`src/rtl/lcd_frame_engine.sv`:
```
`default_nettype none
// ============================================================================
// Module      : lcd_frame_engine
// Description : Composes the two 16-character LCD rows for the memory game
//               and hands completed frames to the LCD driver over valid/ready.
// Revision    : 1.0 - initial release
// ============================================================================
module lcd_frame_engine #(
    parameter int SCORE_W    = 16,
    parameter int DIGITS     = 5,
    parameter int BLINK_DIV  = 25000000,
    parameter int SCROLL_DIV = 12500000
) (
    input  logic               clk,
    input  logic               rst,
    input  logic [2:0]         state,
    input  logic [3:0]         current_round,
    input  logic [SCORE_W-1:0] total_score,
    output logic [127:0]       line_1,
    output logic [127:0]       line_2,
    output logic               frame_valid,
    input  logic               frame_ready,
    output logic               bcd_busy
);

    // The shift register holds every digit the binary width can produce, plus
    // at least one digit above the displayed ones so overflow is detectable.
    localparam int c_BCD_RAW  = SCORE_W * 3 / 10 + 2;
    localparam int c_BCD_N    = (c_BCD_RAW > DIGITS) ? c_BCD_RAW : DIGITS + 1;
    localparam int c_ITER_W   = $clog2(SCORE_W + 1);
    localparam int c_BLINK_W  = $clog2(BLINK_DIV + 1);
    localparam int c_SCROLL_W = $clog2(SCROLL_DIV + 1);

    localparam logic [2:0] c_ST_IDLE = 3'd0;
    localparam logic [2:0] c_ST_PASS = 3'd5;
    localparam logic [2:0] c_ST_FAIL = 3'd6;
    localparam logic [2:0] c_ST_DONE = 3'd7;

    localparam logic [127:0] c_BLANK      = {16{8'h20}};
    localparam logic [127:0] c_GAME_START = "   Game Start   ";
    localparam logic [127:0] c_PRESS      = "Press Start     ";
    localparam logic [127:0] c_SUCCESS    = "    Success!    ";
    localparam logic [127:0] c_NEXT       = " Next Level...  ";
    localparam logic [127:0] c_FAIL_TXT   = "     Fail...    ";
    localparam logic [127:0] c_TRY        = "  Try Again...  ";
    localparam logic [127:0] c_FINAL      = "  FINAL SCORE   ";
    localparam logic [55:0]  c_SCORE_PFX  = "Score: ";
    localparam logic [55:0]  c_TOTAL_PFX  = "Total: ";

    logic                   r_busy;
    logic [c_ITER_W-1:0]    r_iter;
    logic [SCORE_W-1:0]     r_bin;
    logic [SCORE_W-1:0]     r_sample;
    logic [SCORE_W-1:0]     r_last;
    logic [4*c_BCD_N-1:0]   r_bcd_sh;
    logic [4*DIGITS-1:0]    r_score_bcd;
    logic [c_BLINK_W-1:0]   r_blink_cnt;
    logic                   r_blink_vis;
    logic [c_SCROLL_W-1:0]  r_scroll_cnt;
    logic [3:0]             r_offset;
    logic [2:0]             r_state_q;
    logic [127:0]           r_line_1;
    logic [127:0]           r_line_2;
    logic                   r_valid;

    logic [4*c_BCD_N-1:0]   w_adj;
    logic [4*c_BCD_N:0]     w_shift;
    logic                   w_sat;
    logic [4*DIGITS-1:0]    w_bcd_store;
    logic                   w_state_chg;
    logic                   w_visible;
    logic [3:0]             w_offset;
    logic [7:0]             w_tens;
    logic [7:0]             w_ones;
    logic [255:0]           w_rot;
    logic [127:0]           w_lv_line;
    logic [127:0]           w_num_line;
    logic [127:0]           w_tot_line;
    logic [127:0]           w_comp_1;
    logic [127:0]           w_comp_2;
    logic                   w_changed;

    assign line_1      = r_line_1;
    assign line_2      = r_line_2;
    assign frame_valid = r_valid;
    assign bcd_busy    = r_busy;

    // One double-dabble step: add 3 to every digit >= 5, then shift left.
    always_comb begin
        w_adj = '0;
        for (int i = 0; i < c_BCD_N; i++) begin
            w_adj[4*i +: 4] = (r_bcd_sh[4*i +: 4] >= 4'd5) ? r_bcd_sh[4*i +: 4] + 4'd3
                                                         : r_bcd_sh[4*i +: 4];
        end
        w_shift     = {w_adj, r_bin[SCORE_W-1]};
        w_sat       = |w_shift[4*c_BCD_N:4*DIGITS];
        w_bcd_store = w_sat ? {DIGITS{4'h9}} : w_shift[4*DIGITS-1:0];
    end

    always_ff @(posedge clk) begin
        if (rst) begin
            r_busy      <= 1'b0;
            r_iter      <= '0;
            r_bin       <= '0;
            r_sample    <= '0;
            r_last      <= '0;
            r_bcd_sh    <= '0;
            r_score_bcd <= '0;
        end else if (r_busy) begin
            r_bcd_sh <= w_shift[4*c_BCD_N-1:0];
            r_bin    <= r_bin << 1;
            r_iter   <= r_iter + 1'b1;
            if (r_iter == c_ITER_W'(SCORE_W - 1)) begin
                r_score_bcd <= w_bcd_store;
                r_last      <= r_sample;
                r_busy      <= 1'b0;
            end
        end else if (total_score != r_last) begin
            r_busy   <= 1'b1;
            r_sample <= total_score;
            r_bin    <= total_score;
            r_bcd_sh <= '0;
            r_iter   <= '0;
        end
    end

    assign w_state_chg = (state != r_state_q);

    always_ff @(posedge clk) begin
        if (rst) begin
            r_state_q    <= c_ST_IDLE;
            r_blink_cnt  <= '0;
            r_blink_vis  <= 1'b1;
            r_scroll_cnt <= '0;
            r_offset     <= '0;
        end else begin
            r_state_q <= state;
            if (w_state_chg) begin
                r_blink_cnt  <= '0;
                r_blink_vis  <= 1'b1;
                r_scroll_cnt <= '0;
                r_offset     <= '0;
            end else begin
                if (r_blink_cnt == c_BLINK_W'(BLINK_DIV - 1)) begin
                    r_blink_cnt <= '0;
                    r_blink_vis <= ~r_blink_vis;
                end else begin
                    r_blink_cnt <= r_blink_cnt + 1'b1;
                end
                if (r_scroll_cnt == c_SCROLL_W'(SCROLL_DIV - 1)) begin
                    r_scroll_cnt <= '0;
                    r_offset     <= r_offset + 4'd1;
                end else begin
                    r_scroll_cnt <= r_scroll_cnt + 1'b1;
                end
            end
        end
    end

    // On the entry edge the counters are about to clear, so compose with the
    // restarted phase/offset rather than the stale registered ones.
    always_comb begin
        w_visible = r_blink_vis | w_state_chg;
        w_offset  = w_state_chg ? 4'd0 : r_offset;
        w_tens    = (current_round >= 4'd10) ? 8'h31 : 8'h30;
        w_ones    = 8'h30 + {4'h0, (current_round >= 4'd10) ? current_round - 4'd10
                                                              : current_round};
        w_rot     = {c_PRESS, c_PRESS} << {w_offset, 3'b000};
        w_lv_line = {"Lv. ", w_tens, w_ones, {10{8'h20}}};

        w_num_line = c_BLANK;
        w_tot_line = c_BLANK;
        for (int i = 0; i < 7; i++) begin
            w_num_line[127-8*i -: 8] = c_SCORE_PFX[55-8*i -: 8];
            w_tot_line[127-8*i -: 8] = c_TOTAL_PFX[55-8*i -: 8];
        end
        for (int d = 0; d < DIGITS; d++) begin
            w_num_line[127-8*(7+d) -: 8] = 8'h30 + {4'h0, r_score_bcd[4*(DIGITS-1-d) +: 4]};
            w_tot_line[127-8*(7+d) -: 8] = 8'h30 + {4'h0, r_score_bcd[4*(DIGITS-1-d) +: 4]};
        end

        w_comp_1 = w_lv_line;
        w_comp_2 = w_num_line;
        case (state)
            c_ST_IDLE: begin
                w_comp_1 = c_GAME_START;
                w_comp_2 = w_rot[255:128];
            end
            c_ST_PASS: begin
                w_comp_1 = w_visible ? c_SUCCESS : c_BLANK;
                w_comp_2 = c_NEXT;
            end
            c_ST_FAIL: begin
                w_comp_1 = w_visible ? c_FAIL_TXT : c_BLANK;
                w_comp_2 = c_TRY;
            end
            c_ST_DONE: begin
                w_comp_1 = c_FINAL;
                w_comp_2 = w_tot_line;
            end
            default: begin
                w_comp_1 = w_lv_line;
                w_comp_2 = w_num_line;
            end
        endcase
    end

    assign w_changed = (w_comp_1 != r_line_1) || (w_comp_2 != r_line_2);

    always_ff @(posedge clk) begin
        if (rst) begin
            r_line_1 <= c_BLANK;
            r_line_2 <= c_BLANK;
            r_valid  <= 1'b0;
        end else if (w_changed && (!r_valid || frame_ready)) begin
            r_line_1 <= w_comp_1;
            r_line_2 <= w_comp_2;
            r_valid  <= 1'b1;
        end else if (r_valid && frame_ready) begin
            r_valid <= 1'b0;
        end
    end

endmodule
`default_nettype wire

```
`config.mk`:
```
export PLATFORM = sky130hd
export DESIGN_NAME = lcd_frame_engine
export DESIGN_NICKNAME = d
export VERILOG_FILES = /design/src/rtl/lcd_frame_engine.sv
export SDC_FILE = /design/constraint.sdc
export NUM_CORES = 1
export LEC_CHECK = 0
export ABC_AREA = 1
export CORE_UTILIZATION = 50
export CTS_CLUSTER_DIAMETER = 50
export DETAILED_ROUTE_END_ITERATION = 8
export GPL_TIMING_DRIVEN = 0
export PLACE_DENSITY_LB_ADDON = 0.08
export SYNTH_ARGS = -nofsm -noshare
export SYNTH_HDL_FRONTEND = slang
export SYNTH_SLANG_ARGS = --single-unit
```
`constraint.sdc`:
```
create_clock -name clk -period 3.8 [get_ports clk]
set_input_delay 0.57 -clock clk [delete_from_list [all_inputs] [get_ports clk]]
set_output_delay 0.57 -clock clk [all_outputs]
set_load 0.02 [all_outputs]
```
# After elaboration in Yosys (flattened, before gate mapping)
# Index checks and enable logic that the tools add are counted.
classes:
  shift: 1
  eq_ne: 10
  div: 0
  order_cmp: 7
  n_mul: 0
  muxes: 25
  add_sub_neg: 17
  n_reduce_logical: 15
  bitwise_logic: 3
op_table:
  columns: ["operator", "count"]
  rows:
  - ["128-bit case mux with 4 select lines", 1]
  - ["127-bit case mux with 4 select lines", 1]
  - ["128-bit != test", 2]
  - ["255-bit by 7-bit << shifter with 256-bit output, first input constant", 1]
  - ["95-bit two-way mux", 1]
  - ["87-bit two-way mux", 1]
  - ["24-bit two-way mux", 2]
  - ["6-bit by 4-bit adder with 7-bit output, first input constant", 6]
  - ["16-bit two-way mux", 2]
  - ["4-bit two-way mux", 8]
  - ["25-bit by 1-bit adder with 25-bit output, second input constant", 1]
  - ["25-bit equality test, second input constant", 1]
  - ["24-bit by 1-bit adder with 24-bit output, second input constant", 1]
  - ["4-bit by 2-bit adder with 4-bit output, second input constant", 6]
  - ["24-bit equality test, second input constant", 1]
  - ["4-bit by 3-bit greater-or-equal comparator with 1-bit output, second input constant", 6]
  - ["20-bit two-way mux", 1]
  - ["16-bit != test", 1]
  - ["5-bit two-way mux", 2]
  - ["3-bit equality test, second input constant", 3]
  - ["1-bit two-way mux", 6]
  - ["3-bit OR reduction", 2]
  - ["5-bit by 1-bit adder with 5-bit output, second input constant", 1]
  - ["5-bit by 4-bit equality test with 1-bit output, second input constant", 1]
  - ["other kinds (14)", 20]
word_totals:
  regBits: 412
  in_bits: 26
  mem_count: 0
  out_inout_bits: 258
  elab_cells: 94
  latch_bits: 0
  ramBits: 0
  mem_bits_ro: 0

# Depth between registers and ports, before layout
logic_depth:
  ltp_word: 8
  ltp_mapped: 29
  depth_no_buf: 25

# Worst setup path after synthesis
# OpenSTA, ideal clock, no wires.
synth_path:
  kind: "input to register"
  startpoint: "input port state[2]"
  endpoint: "register r_line_1[102] (netlist: line_1[102])"
  t_arrival_ns: 3.422
  slack_ns: 0.262
  stages: 25
  setup_time_ns: 0.116
  n_path_buf: 4
  t_required_ns: 3.684
  cell_sequence: "buf_2 > inv_2 > nand2_1 > nand2_2 > nand2_2 > nor2_4 > buf_2 > nand2_1 > ha_1 > inv_1 > nand3_1 > o21ai_1 > inv_1 > nand2_1 > nand2_1 > nor2_1 > nand2_1 > nor2_1 > nand4_1 > nor2_1 > nand2_1 > buf_2 > buf_2 > a21oi_1 > nor2_1"
synth_via:
  elab_chain_len: 7
  word_cells_on_any_way: 16
  classes_between: "eq/ne (6); shift (1); mux (5); bitwise (1); reduce/logical (3)"
synth_lines:
  columns: ["item", "line", "rtl"]
  rows:
  - ["start, declared", "16", "input logic [2:0] state,"]
  - ["3-bit != test", "127", "assign w_state_chg = (state != r_state_q);"]
  - ["4-bit two-way mux or 1-bit OR (tied branches)", "164, 163", null]
  - ["255-bit by 7-bit << shifter with 256-bit output, or another cell as far along", "168", "w_rot = {c_PRESS, c_PRESS} << {w_offset, 3'b000};"]
  - ["128-bit case mux with 4 select lines or 127-bit case mux with 4 select lines (tied branches)", "184", "case (state)"]
  - ["128-bit != test", "208", "assign w_changed = (w_comp_1 != r_line_1) || (w_comp_2 != r_line_2);"]
  - ["1-bit logical OR", "208", null]
  - ["1-bit logical AND", "215", "end else if (w_changed && (!r_valid || frame_ready)) begin"]
  - ["end signal, assigned", "212", "r_line_1 <= c_BLANK;"]
  - ["end signal, assigned", "216", "r_line_1 <= w_comp_1;"]
  - ["end, declared", "62", "logic [127:0] r_line_1;"]
# Several ways; a longest one is shown, not always the timed one.
# A chain may end at the register's enable or synchronous reset.

# Final worst setup path
layout_path:
  startpoint: "register r_state_q[1]"
  endpoint: "register r_line_2[68] (netlist: line_2[68])"
layout_via:
  elab_chain_len: 7
  word_cells_on_any_way: 12
  classes_between: "eq/ne (3); shift (1); mux (5); bitwise (1); reduce/logical (2)"
layout_lines:
  columns: ["item", "line", "rtl"]
  rows:
  - ["start, declared", "61", "logic [2:0] r_state_q;"]
  - ["start signal, assigned", "131", "r_state_q <= c_ST_IDLE;"]
  - ["start signal, assigned", "137", "r_state_q <= state;"]
  - ["3-bit != test *", "127", null]
  - ["4-bit two-way mux or 1-bit OR (tied branches)", "164, 163", null]
  - ["255-bit by 7-bit << shifter with 256-bit output, or another cell as far along", "168", null]
  - ["128-bit case mux with 4 select lines or 127-bit case mux with 4 select lines (tied branches)", "184", null]
  - ["128-bit != test", "208", null]
  - ["1-bit logical OR", "208", null]
  - ["1-bit logical AND", "215", null]
  - ["end signal, assigned", "213", "r_line_2 <= c_BLANK;"]
  - ["end signal, assigned", "217", "r_line_2 <= w_comp_2;"]
  - ["end, declared", "63", "logic [127:0] r_line_2;"]
# Mark *: on every way between the ends. The rest lies on a longest branch, timed or not.

==> qor.txt <==
Outcome -> complete, but fails checks
Failing checks -> negative setup slack
VDD IR max -> 380.6 uV
Data arrival, critical path -> 4.29 ns
Post-route DRC -> 0
Synth warn -> 0
Core Area -> 34710 um2
Critical setup path kind -> flop to flop
CTS max path bufs -> 3
Met2 wire length -> 32.31 mm
Root Buffer -> clkbuf_16
Diodes inserted -> 0
Post-Layout Cell Count -> 3626
Req. time, crit path -> 4.29 ns
Final WL -> 73.28 mm
Post-synthesis simple-gate area fraction -> 37.85%
FP Rows -> 68
Syn avg cell area -> 6.328 um2
Synth top area share -> 32.70%
Least-Margin Pin Slew -> 1.134 ns
Final setup fails -> 1
Sequential share of the synthesized area -> 32.70%
Count leader, synth -> nand2_1
Critical Path Start Type -> flop
1st-pass router iterations -> 6
Cell variety after synth -> 43
Post-synth EDFFs -> 0
Leakage -> 10.36 nW
Total grt overflow -> 0
Fraction of registers with async set/reset -> 0%
Crit end category -> flop
Initial Utilization -> 50.97%
TritonCTS clock tree -> yes
I/O Buffers -> 210
Hold WC Path Type -> input port to flop
Top post-synthesis cells by area -> dfxtp_1 (33%), nand2_1 (17%), nand3_1 (10%)
First-pass GRT wire length -> 108.1 mm
DR top layer -> met4
Setup TNS -> -0.007180 ns
Slew Limit Headroom -> 24.39%
Initial DRC Count -> 2393
CP max stage cell -> dfxtp_2
Worst setup margin -> -0.007180 ns
Io pins -> 284
Die H -> 190.1 um
Nets -> 3200
Crit-path max cell delay -> 0.33 ns
Via count of the first global-routing pass -> 18530
Xor and xnor area share after synthesis -> 2.136%
Later-pin clock latency in the skew report -> 0.58 ns
Die width -> 190.1 um
Wire length per cell -> 20.21 um
Post-synthesis mux area share -> 0%
Fin util -> 65.55%
CP max FO -> 10
Detailed placement HPWL -> 55.12 mm
Wl on met1 -> 27.78 mm
Vias after detailed routing -> 20270
Worst Skew -> 0.02052 ns
Final hold violations -> 0
Synth Register Bits -> 289
Compound-Gate Fraction of Synth Area -> 10.57%
Pwr Density -> 371.5 nW/um2
Fmax achieved -> 0.2627 GHz
Dominant cell type by area after synthesis -> dfxtp_1
DIE AREA -> 36140 um2
Predominant post-synthesis flop cell -> dfxtp_1
Fin crit period -> 3.807 ns
Largest net degree at the start of global routing -> 13
Layout cells sized above 1 -> 12.24%
Num CTS Buffers -> 38
Slew Viols, Final -> 0
Global router's overall resource usage -> 39.64%
Main combinational cell family by area after synthesis -> simple AND/OR/NAND/NOR gates
Clock sinks -> 289
Initial antenna violation count -> 0
Adder-cell share of the synthesized area -> 1.909%
Mapped cell area -> 17690 um2
H-tree levels -> 2
Power, Total -> 0.008453 W
Max cap viols -> 0
Crit share post-route -> 100.2%
Hold slack final -> 0.3880 ns
Met3 wire len -> 8.612 mm
Cells after DPL -> 3530
Mapped Cells -> 2796
Global placement routability congestion -> 1.037
ANT nets after route -> 0
Worst-path clk slew -> 0.06 ns
Via density -> 5.590
Area growth from synthesis to layout -> 28.61%
Synth top cells by count -> nand2_1 (800), nand3_1 (366), dfxtp_1 (289), inv_1 (280), nor2_1 (242)
report_power, final:
group	internal (W)	leakage, nW	switching, W
combinational	0.000592	7.40	0.000934
sequential	0.00314	2.36	0.000130
clock	0.00218	0.606	0.00148
total	0.00591	10.4	0.00254
sequential cells by signal, indices dropped and copies added (netlist names):
register	cells
line_2	107
line_1	26
r_blink_cnt	25
r_bcd_sh	24
r_scroll_cnt	24
r_score_bcd	20
r_bin	16
r_last	16
r_sample	16
r_iter	5
r_offset	4
r_state_q	3
bcd_busy	1
frame_valid	1
r_blink_vis	1
timing repair:
action	CTS	global route
endpoints found under the setup margin	134	134
pin swaps	10	26
gates resized for setup	82	82
hold endpoints to repair	0	0
setup buffers	14	18
hold buffers	0	0
cloned	0	2
critical path, delay by kind of cell (launching register included):
kind	cells	cell delay [ns]
compound gates	1	0.14
fa+ha+maj	1	0.23
simple gates	18	2.12
flops	1	0.33
buf+inv	6	0.84
stage by stage:
| step | area [um2] | setup WS (ns) |
|---|---|---|
| 2_1_floorplan | 17950 | 0.2621 |
| 3_3_place_gp | 20620 | -2.018 |
| 3_5_place_dp | 20620 | -2.020 |
| 4_1_cts | 22260 | 0.005214 |
| 5_1_grt | 22750 | -0.02657 |
| 6_report | 22750 | -0.007180 |
cell families (layout without fill, tap and decap cells):
kind of cell,count (synthesis),after routing
and+or+nand+nor,1546,1546
buffers and inverters,544,850
AOI/OAI and AO/OA,347,347
DFF,289,289
xor gates and xnor gates,41,41
adders and majority gates,27,27
other,2,71
metal layers:
layer | vias to the layer above | GRT usage [%]
li1 | 9549 | -
met1 | 9232 | 47.80
met2 | 1236 | 62.83
met3 | 253 | 11.09
met4 | 0 | 23.29
met5 | - | 0
placed cells by master (no fill, tap or decap), types with 9 or more instances in the layout:
| cell | instances |
|---|---|
| nand2_1 | 781 |
| nand3_1 | 350 |
| dfxtp_1 | 285 |
| inv_1 | 274 |
| nor2_1 | 228 |
| clkdlybuf4s50_1 | 209 |
| a21oi_1 | 206 |
| buf_4 | 156 |
| o21ai_0 | 80 |
| conb_1 | 71 |
| clkbuf_1 | 70 |
| nand4_1 | 50 |
| clkbuf_16 | 40 |
| buf_2 | 26 |
| nand3b_1 | 22 |
| xnor2_1 | 21 |
| nand2_2 | 20 |
| nor3_1 | 20 |
| ha_1 | 19 |
| xor2_1 | 18 |
| nand3_2 | 14 |
| nor2_2 | 12 |
| inv_2 | 11 |
| nor4_1 | 10 |
| o221ai_1 | 10 |
| clkbuf_4 | 9 |
area by class of cell:
| class | instances | area [um2] |
|---|---|---|
| fillers | 3177 | 11960 |
| plain buffers | 248 | 1614 |
| multi-input cells | 2032 | 9970 |
| clock buffers | 49 | 1012 |
| well taps | 455 | 569.3 |
| inverters | 294 | 1119 |
| repair buffers | 244 | 2436 |
| clock inverters | 15 | 242.7 |
| flip-flops and latches | 289 | 5791 |
final timing paths:
check	from	to	slack (ns)	cells past startpoint
setup / recovery	r_state_q[1]$_SDFF_PP0_	line_2[68]$_SDFFE_PP0P_	-0.007	26
hold / removal	state[1]	r_state_q[1]$_SDFF_PP0_	0.39	3
setup reg to reg	r_state_q[1]$_SDFF_PP0_	line_2[68]$_SDFFE_PP0P_	-0.007	26
hold reg to reg	r_scroll_cnt[0]$_SDFF_PP0_	r_scroll_cnt[0]$_SDFF_PP0_	0.45	1
No activity file was read; power rests on OpenSTA's default activity.
